### src/rtl/clk_gen_pkg.sv
// Shared constants and types for the multi-channel clock-enable generator.
// Optional duty-cycle support is selected with the CLK_GEN_DUTY_EN macro.
package clk_gen_pkg;

    // Smallest divide ratio a channel will ever run at.
    localparam int CLK_GEN_DIV_MIN = 2;

    // Default counter width used by the shared configuration record.
    parameter int CLK_GEN_DIV_W = 16;

    typedef struct packed {
        logic [CLK_GEN_DIV_W-1:0] div;
        logic [CLK_GEN_DIV_W-1:0] high;
    } ch_cfg_t;

    // Apply the lower bound on a requested divide ratio.
    function automatic int clamp_div(input int req);
        return (req < CLK_GEN_DIV_MIN) ? CLK_GEN_DIV_MIN : req;
    endfunction

endpackage

### src/rtl/clk_gen_chan.sv
// One divider channel: period counter, active and pending configuration, registered outputs.
// With CLK_GEN_DUTY_EN the written high time is used; otherwise high = div>>1.
module clk_gen_chan
    import clk_gen_pkg::*;
#(
    parameter int DIV_W       = 16,
    parameter int DEFAULT_DIV = 2
) (
    input  logic             clk_in,
    input  logic             rst,
    input  logic             wr,
    input  logic [DIV_W-1:0] wr_div,
    input  logic [DIV_W-1:0] wr_high,
    input  logic             en,
    output logic             pending,
    output logic             clk_out,
    output logic             tick
);

    localparam logic [DIV_W-1:0] DIV_MIN  = DIV_W'(CLK_GEN_DIV_MIN);
    localparam logic [DIV_W-1:0] DIV_RST  = DIV_W'(DEFAULT_DIV);
    localparam logic [DIV_W-1:0] HIGH_RST = DIV_RST >> 1;

    logic [DIV_W-1:0] cnt_reg;
    logic [DIV_W-1:0] div_reg;
    logic [DIV_W-1:0] high_reg;
    logic [DIV_W-1:0] pend_div_reg;
    logic [DIV_W-1:0] pend_high_reg;
    logic             pend_reg;
    logic             run_reg;
    logic             clk_out_reg;
    logic             tick_reg;

    logic [DIV_W-1:0] wr_div_clamped;
    logic [DIV_W-1:0] wr_high_clamped;
    logic [DIV_W-1:0] cnt_next;
    logic [DIV_W-1:0] div_next;
    logic [DIV_W-1:0] high_next;
    logic             apply;

    always_comb begin
        wr_div_clamped = (wr_div < DIV_MIN) ? DIV_MIN : wr_div;
`ifdef CLK_GEN_DUTY_EN
        wr_high_clamped = (wr_high > wr_div_clamped) ? wr_div_clamped : wr_high;
`else
        wr_high_clamped = wr_div_clamped >> 1;
`endif
    end

`ifndef CLK_GEN_DUTY_EN
    logic unused_high;
    assign unused_high = ^wr_high;
`endif

    // A period boundary is a wrap, the first enabled edge, or any disabled edge;
    // only there may the pending configuration become active.
    always_comb begin
        apply    = 1'b0;
        cnt_next = '0;
        if (!en || !run_reg) begin
            apply = pend_reg;
        end else if (cnt_reg == div_reg - 1'b1) begin
            apply = pend_reg;
        end else begin
            cnt_next = cnt_reg + 1'b1;
        end
        div_next  = apply ? pend_div_reg  : div_reg;
        high_next = apply ? pend_high_reg : high_reg;
    end

    always_ff @(posedge clk_in) begin
        if (rst) begin
            cnt_reg       <= '0;
            div_reg       <= DIV_RST;
            high_reg      <= HIGH_RST;
            pend_div_reg  <= DIV_RST;
            pend_high_reg <= HIGH_RST;
            pend_reg      <= 1'b0;
            run_reg       <= 1'b0;
            clk_out_reg   <= 1'b0;
            tick_reg      <= 1'b0;
        end else begin
            run_reg  <= en;
            cnt_reg  <= cnt_next;
            div_reg  <= div_next;
            high_reg <= high_next;
            if (apply) begin
                pend_reg <= 1'b0;
            end
            // A write is only offered while the slot is empty, so it never meets an apply.
            if (wr) begin
                pend_reg      <= 1'b1;
                pend_div_reg  <= wr_div_clamped;
                pend_high_reg <= wr_high_clamped;
            end
            clk_out_reg <= en && (cnt_next < high_next);
            tick_reg    <= en && (cnt_next == div_next - 1'b1);
        end
    end

    assign pending = pend_reg;
    assign clk_out = clk_out_reg;
    assign tick    = tick_reg;

    assert property (@(posedge clk_in) disable iff (rst) !(wr && pend_reg));
    assert property (@(posedge clk_in) disable iff (rst) div_reg >= DIV_MIN);

endmodule

### src/rtl/clk_gen_multi.sv
// Multi-channel programmable clock-enable generator with a shared valid/ready config port.
// Define CLK_GEN_DUTY_EN to honour cfg_high; otherwise each channel runs at ~50% duty.
module clk_gen_multi
    import clk_gen_pkg::*;
#(
    parameter int  NUM_CH      = 4,
    parameter int  DIV_W       = 16,
    parameter int  DEFAULT_DIV = 2,
    localparam int CH_W        = (NUM_CH > 1) ? $clog2(NUM_CH) : 1
) (
    input  logic              clk_in,
    input  logic              rst,
    input  logic              cfg_valid,
    output logic              cfg_ready,
    input  logic [CH_W-1:0]   cfg_ch,
    input  logic [DIV_W-1:0]  cfg_div,
    input  logic [DIV_W-1:0]  cfg_high,
    input  logic [NUM_CH-1:0] ch_en,
    output logic [NUM_CH-1:0] clk_out,
    output logic [NUM_CH-1:0] tick
);

    localparam int SLOTS = 1 << CH_W;

    logic [NUM_CH-1:0] pending;
    logic [NUM_CH-1:0] wr;
    logic [SLOTS-1:0]  busy;

    // Indices beyond NUM_CH read as permanently busy, so they can never be written.
    generate
        for (genvar gi = 0; gi < SLOTS; gi++) begin : g_busy
            if (gi < NUM_CH) begin : g_real
                assign busy[gi] = pending[gi];
            end else begin : g_void
                assign busy[gi] = 1'b1;
            end
        end
    endgenerate

    assign cfg_ready = ~rst & ~busy[cfg_ch];

    generate
        for (genvar gi = 0; gi < NUM_CH; gi++) begin : g_ch
            assign wr[gi] = cfg_valid & cfg_ready & (cfg_ch == CH_W'(gi));

            clk_gen_chan #(
                .DIV_W      (DIV_W),
                .DEFAULT_DIV(DEFAULT_DIV)
            ) u_chan (
                .clk_in (clk_in),
                .rst    (rst),
                .wr     (wr[gi]),
                .wr_div (cfg_div),
                .wr_high(cfg_high),
                .en     (ch_en[gi]),
                .pending(pending[gi]),
                .clk_out(clk_out[gi]),
                .tick   (tick[gi])
            );
        end
    endgenerate

endmodule
### config.mk
export PLATFORM = sky130hd
export DESIGN_NAME = clk_gen_multi
export DESIGN_NICKNAME = d
export VERILOG_FILES = /design/src/rtl/clk_gen_pkg.sv /design/src/rtl/clk_gen_chan.sv /design/src/rtl/clk_gen_multi.sv
export SDC_FILE = /design/constraint.sdc
export NUM_CORES = 1
export LEC_CHECK = 0
export CORE_UTILIZATION = 30
export CTS_CLUSTER_SIZE = 30
export DETAILED_ROUTE_END_ITERATION = 8
export HOLD_SLACK_MARGIN = 0.12
export SLEW_MARGIN = 20
export SYNTH_ARGS = -nofsm -noshare
export SYNTH_HDL_FRONTEND = slang
export SYNTH_SLANG_ARGS = --single-unit
### constraint.sdc
create_clock -name clk_in -period 5 [get_ports clk_in]
set_input_delay 0.75 -clock clk_in [delete_from_list [all_inputs] [get_ports clk_in]]
set_output_delay 0.75 -clock clk_in [all_outputs]
set_load 0.01 [all_outputs]
==> impl_metrics.env <==
export IMPL_crit_arrival_ns=5.22
export IMPL_n_fill_cell=5911
export IMPL_die_width_um=241.7
export IMPL_cp_max_fo=13
export IMPL_synth_top_cell_area_share=0.3158
export IMPL_synth_area_top_cells="dfxtp_1, nor2_1, nand2_1, xnor2_1, ha_1"
export IMPL_antenna_found_initial=0
export IMPL_powerDensity_nw_per_um2=263.5
export IMPL_hp_class="reg -> reg"
export IMPL_max_freq_mhz=210.8
export IMPL_grt_pass1_vias=15510
export IMPL_routabilityCongestion=0.9228
export IMPL_routed_wl_mm=52.43
export IMPL_netlist_cell_type_count=89
export IMPL_p_leak_nw=7.554
export IMPL_rows=87
export IMPL_synth_ff_type="dfxtp_1"
export IMPL_yosys_area_top_type="dfxtp_1"
export IMPL_clk_latency_ns=0.55
export IMPL_htreeDepth=2
export IMPL_max_cap_violations=0
export IMPL_drc=0
export IMPL_vias_per_cell=5.434
export IMPL_detailroute_via_count=16330
export IMPL_synthArstFlopShare=0
export IMPL_ios=50
export IMPL_die_area_um2=58430
export IMPL_cts_tree="done"
export IMPL_syn_inst=2220
export IMPL_synth_common_cells="nor2_1, dfxtp_1, nand2_1"
export IMPL_ys_seq_elements=272
export IMPL_critical_path_buf_inv_count=3
export IMPL_numCtsBuffers=34
export IMPL_antenna_cells=0
export IMPL_synth_edf_count=0
export IMPL_ctsHoldBuffers=0
export IMPL_crit_family="simple AND/OR/NAND/NOR gates"
export IMPL_grt_max_degree=65
export IMPL_area_growth_pct=14.98
export IMPL_yosysMostFrequentCell="nor2_1"
export IMPL_syn_area_per_cell_um2=7.766
export IMPL_drive_gt1_frac=0.08711
export IMPL_period_share=0.9488
export IMPL_pre_cts_slack_ns=0.05484
export IMPL_ir_drop_v=0.0001919
export IMPL_required_ns=5.47
export IMPL_grt_pass1_wl_mm=84.16
export IMPL_placed_area_um2=18480
export IMPL_crit_path_max_incr_delay_ns=0.54
export IMPL_crit_path_top_delay_cell="or4b_1"
export IMPL_yosysSeqAreaShare=0.3158
export IMPL_fin_ws_ns=0.2561
export IMPL_grt_use_total=0.1748
export IMPL_start_kind="register"
export IMPL_wl_per_cell_um=17.44
export IMPL_start_util=0.3046
export IMPL_grt_overflow=0
export IMPL_status="finished clean"
export IMPL_synth_nets=2333
export IMPL_final_util=0.3502
export IMPL_crit_type="reg -> reg"
export IMPL_drv_slew=0
export IMPL_numPortBuffers=33
export IMPL_slew_headroom=0.4256
export IMPL_cts_sinks=272
export IMPL_drt_iter0_drc=1286
export IMPL_cp_cell_sequence="inv_1 -> ha_1 -> or4b_1 -> or3_1 -> a21oi_1 -> nor4bb_1 -> buf_4 -> a21oi_1 -> nor2_1 -> buf_4 -> nor2_1 -> ha_1 -> a21o_1 -> a21oi_1 -> nor2b_1 -> o21ai_0 -> nand2b_1 -> a21oi_1 -> nor2b_1 -> o21ai_0 -> o211a_1"
export IMPL_finClkSkew_ns=0.02249
export IMPL_cts_root_buf="clkbuf_16"
export IMPL_finalSetupViolations=0
export IMPL_postRouteAntennaNets=0
export IMPL_drt_pass1_iter_count=9
export IMPL_post_route_min_period_ns=4.744
export IMPL_fin_area_um2=19820
export IMPL_dp_hpwl_mm=38.89
export IMPL_cp_end_kind="register"
export IMPL_fp_dieH_um=241.7
export IMPL_path_clk_slew_ns=0.06
export IMPL_layout_nets=2337
export IMPL_syn_area_um2=17240
export IMPL_critPathMostFrequentCell="a21oi_1"
export IMPL_clockBufferDepth=3
export IMPL_worst_slew_pin_slew_ns=0.8585
export IMPL_core_um2=56600
export IMPL_hold_viol=0
export IMPL_yosysWarnings=0
power breakdown:
| part | internal, mW | switching [mW] |
|---|---|---|
| sequential | 2.19 | 0.0249 |
| clock | 1.67 | 0.992 |
| combinational | 0.128 | 0.216 |
| total | 3.99 | 1.23 |
worst reg2reg max path, stage by stage (launching register included):
cell and delay (ns):
dfxtp_1 0.36, inv_1 0.10, ha_1 0.23, or4b_1 0.54, or3_1 0.39, a21oi_1 0.20
nor4bb_1 0.43, buf_4 0.19, a21oi_1 0.08, nor2_1 0.18, buf_4 0.24, nor2_1 0.08
ha_1 0.30, a21o_1 0.16, a21oi_1 0.15, nor2b_1 0.06, o21ai_0 0.14, nand2b_1 0.07
a21oi_1 0.16, nor2b_1 0.06, o21ai_0 0.29, o211a_1 0.26
area by class of cell:
class / instances / area [µm²] / area share
clock buffers: 46 / 1010 / 0.05094
clock inverters: 16 / 207.7 / 0.01048
inverters: 45 / 168.9 / 0.008521
multi-input cells: 1758 / 11100 / 0.5600
flip-flops and latches: 272 / 5445 / 0.2747
well taps: 756 / 945.9 / 0.04772
repair buffers: 113 / 944.7 / 0.04766
path summary, 6_finish.rpt:
path | slack (ns) | cells after the start | to | start
worst max register to register | 0.26 | 21 | g_ch[3].u_chan.clk_out | g_ch[3].u_chan.div_reg[0]
worst max-delay path | 0.26 | 21 | g_ch[3].u_chan.clk_out | g_ch[3].u_chan.div_reg[0]
worst min register to register | 0.46 | 2 | g_ch[1].u_chan.high_reg[15] | g_ch[1].u_chan.high_reg[15]
worst min-delay path | 0.46 | 2 | g_ch[1].u_chan.high_reg[15] | g_ch[1].u_chan.high_reg[15]
through the flow:
stage	total power [mW]	hold WS [ns]	setup TNS, ns	cells
after detailed placement	2.593	0.4528	0	2936
after global placement	2.590	0.4398	0	2936
after floorplan	2.469	0.4242	0	2220
after CTS	5.271	0.4615	0	2998
final	5.223	0.4586	0	3006
after global routing	5.406	0.4869	-0.01212	3006
layout by cell type (no fill, tap or decap), types with 7 or more instances in the layout:
cell type,instances
a211oi_1,19
or3_1,29
and4_1,8
nor3_1,65
mux2i_1,81
o21ai_0,56
and3_1,28
nand2b_1,38
a21oi_1,153
or2_2,9
nand2_1,271
nand4_1,38
a31oi_1,18
inv_1,44
a21boi_0,52
or4_1,12
buf_4,79
dfxtp_1,272
nand3b_1,12
nor2_1,313
nor2b_1,22
o31ai_1,9
and2_1,10
a211o_1,14
o211ai_1,11
clkinv_2,10
xnor2_1,104
nand3_1,53
clkbuf_16,37
nor4_1,30
o2111ai_1,9
ha_1,72
xor2_1,75
mux2_2,7
clkdlybuf4s50_1,32
metal layers:
layer | wire, µm | GRT usage | vias to the layer above
li1 | - | - | 7838
met1 | 24000 | 0.2402 | 7850
met2 | 23950 | 0.2838 | 557
met3 | 3319 | 0.02331 | 89
met4 | 1165 | 0.05045 | 0
met5 | 0 | 0 | -
kinds of logic (layout without fill, tap and decap cells):
| logic type | Yosys count | after routing | share of synthesized area |
|---|---|---|---|
| flops | 272 | 272 | 0.3158 |
| compound gates | 439 | 439 | 0.1676 |
| simple gates | 977 | 977 | 0.2725 |
| mux | 90 | 90 | 0.05378 |
| buf+inv | 190 | 220 | 0.04572 |
| xor+xnor | 180 | 180 | 0.09224 |
| fa+ha+maj | 72 | 72 | 0.05225 |
repair_timing:
action / in CTS / in global routing
gates resized for setup: 0 / 15
setup endpoints to repair: 0 / 5
buffers inserted: 0 / 8
(Power assumes the default switching activity.)
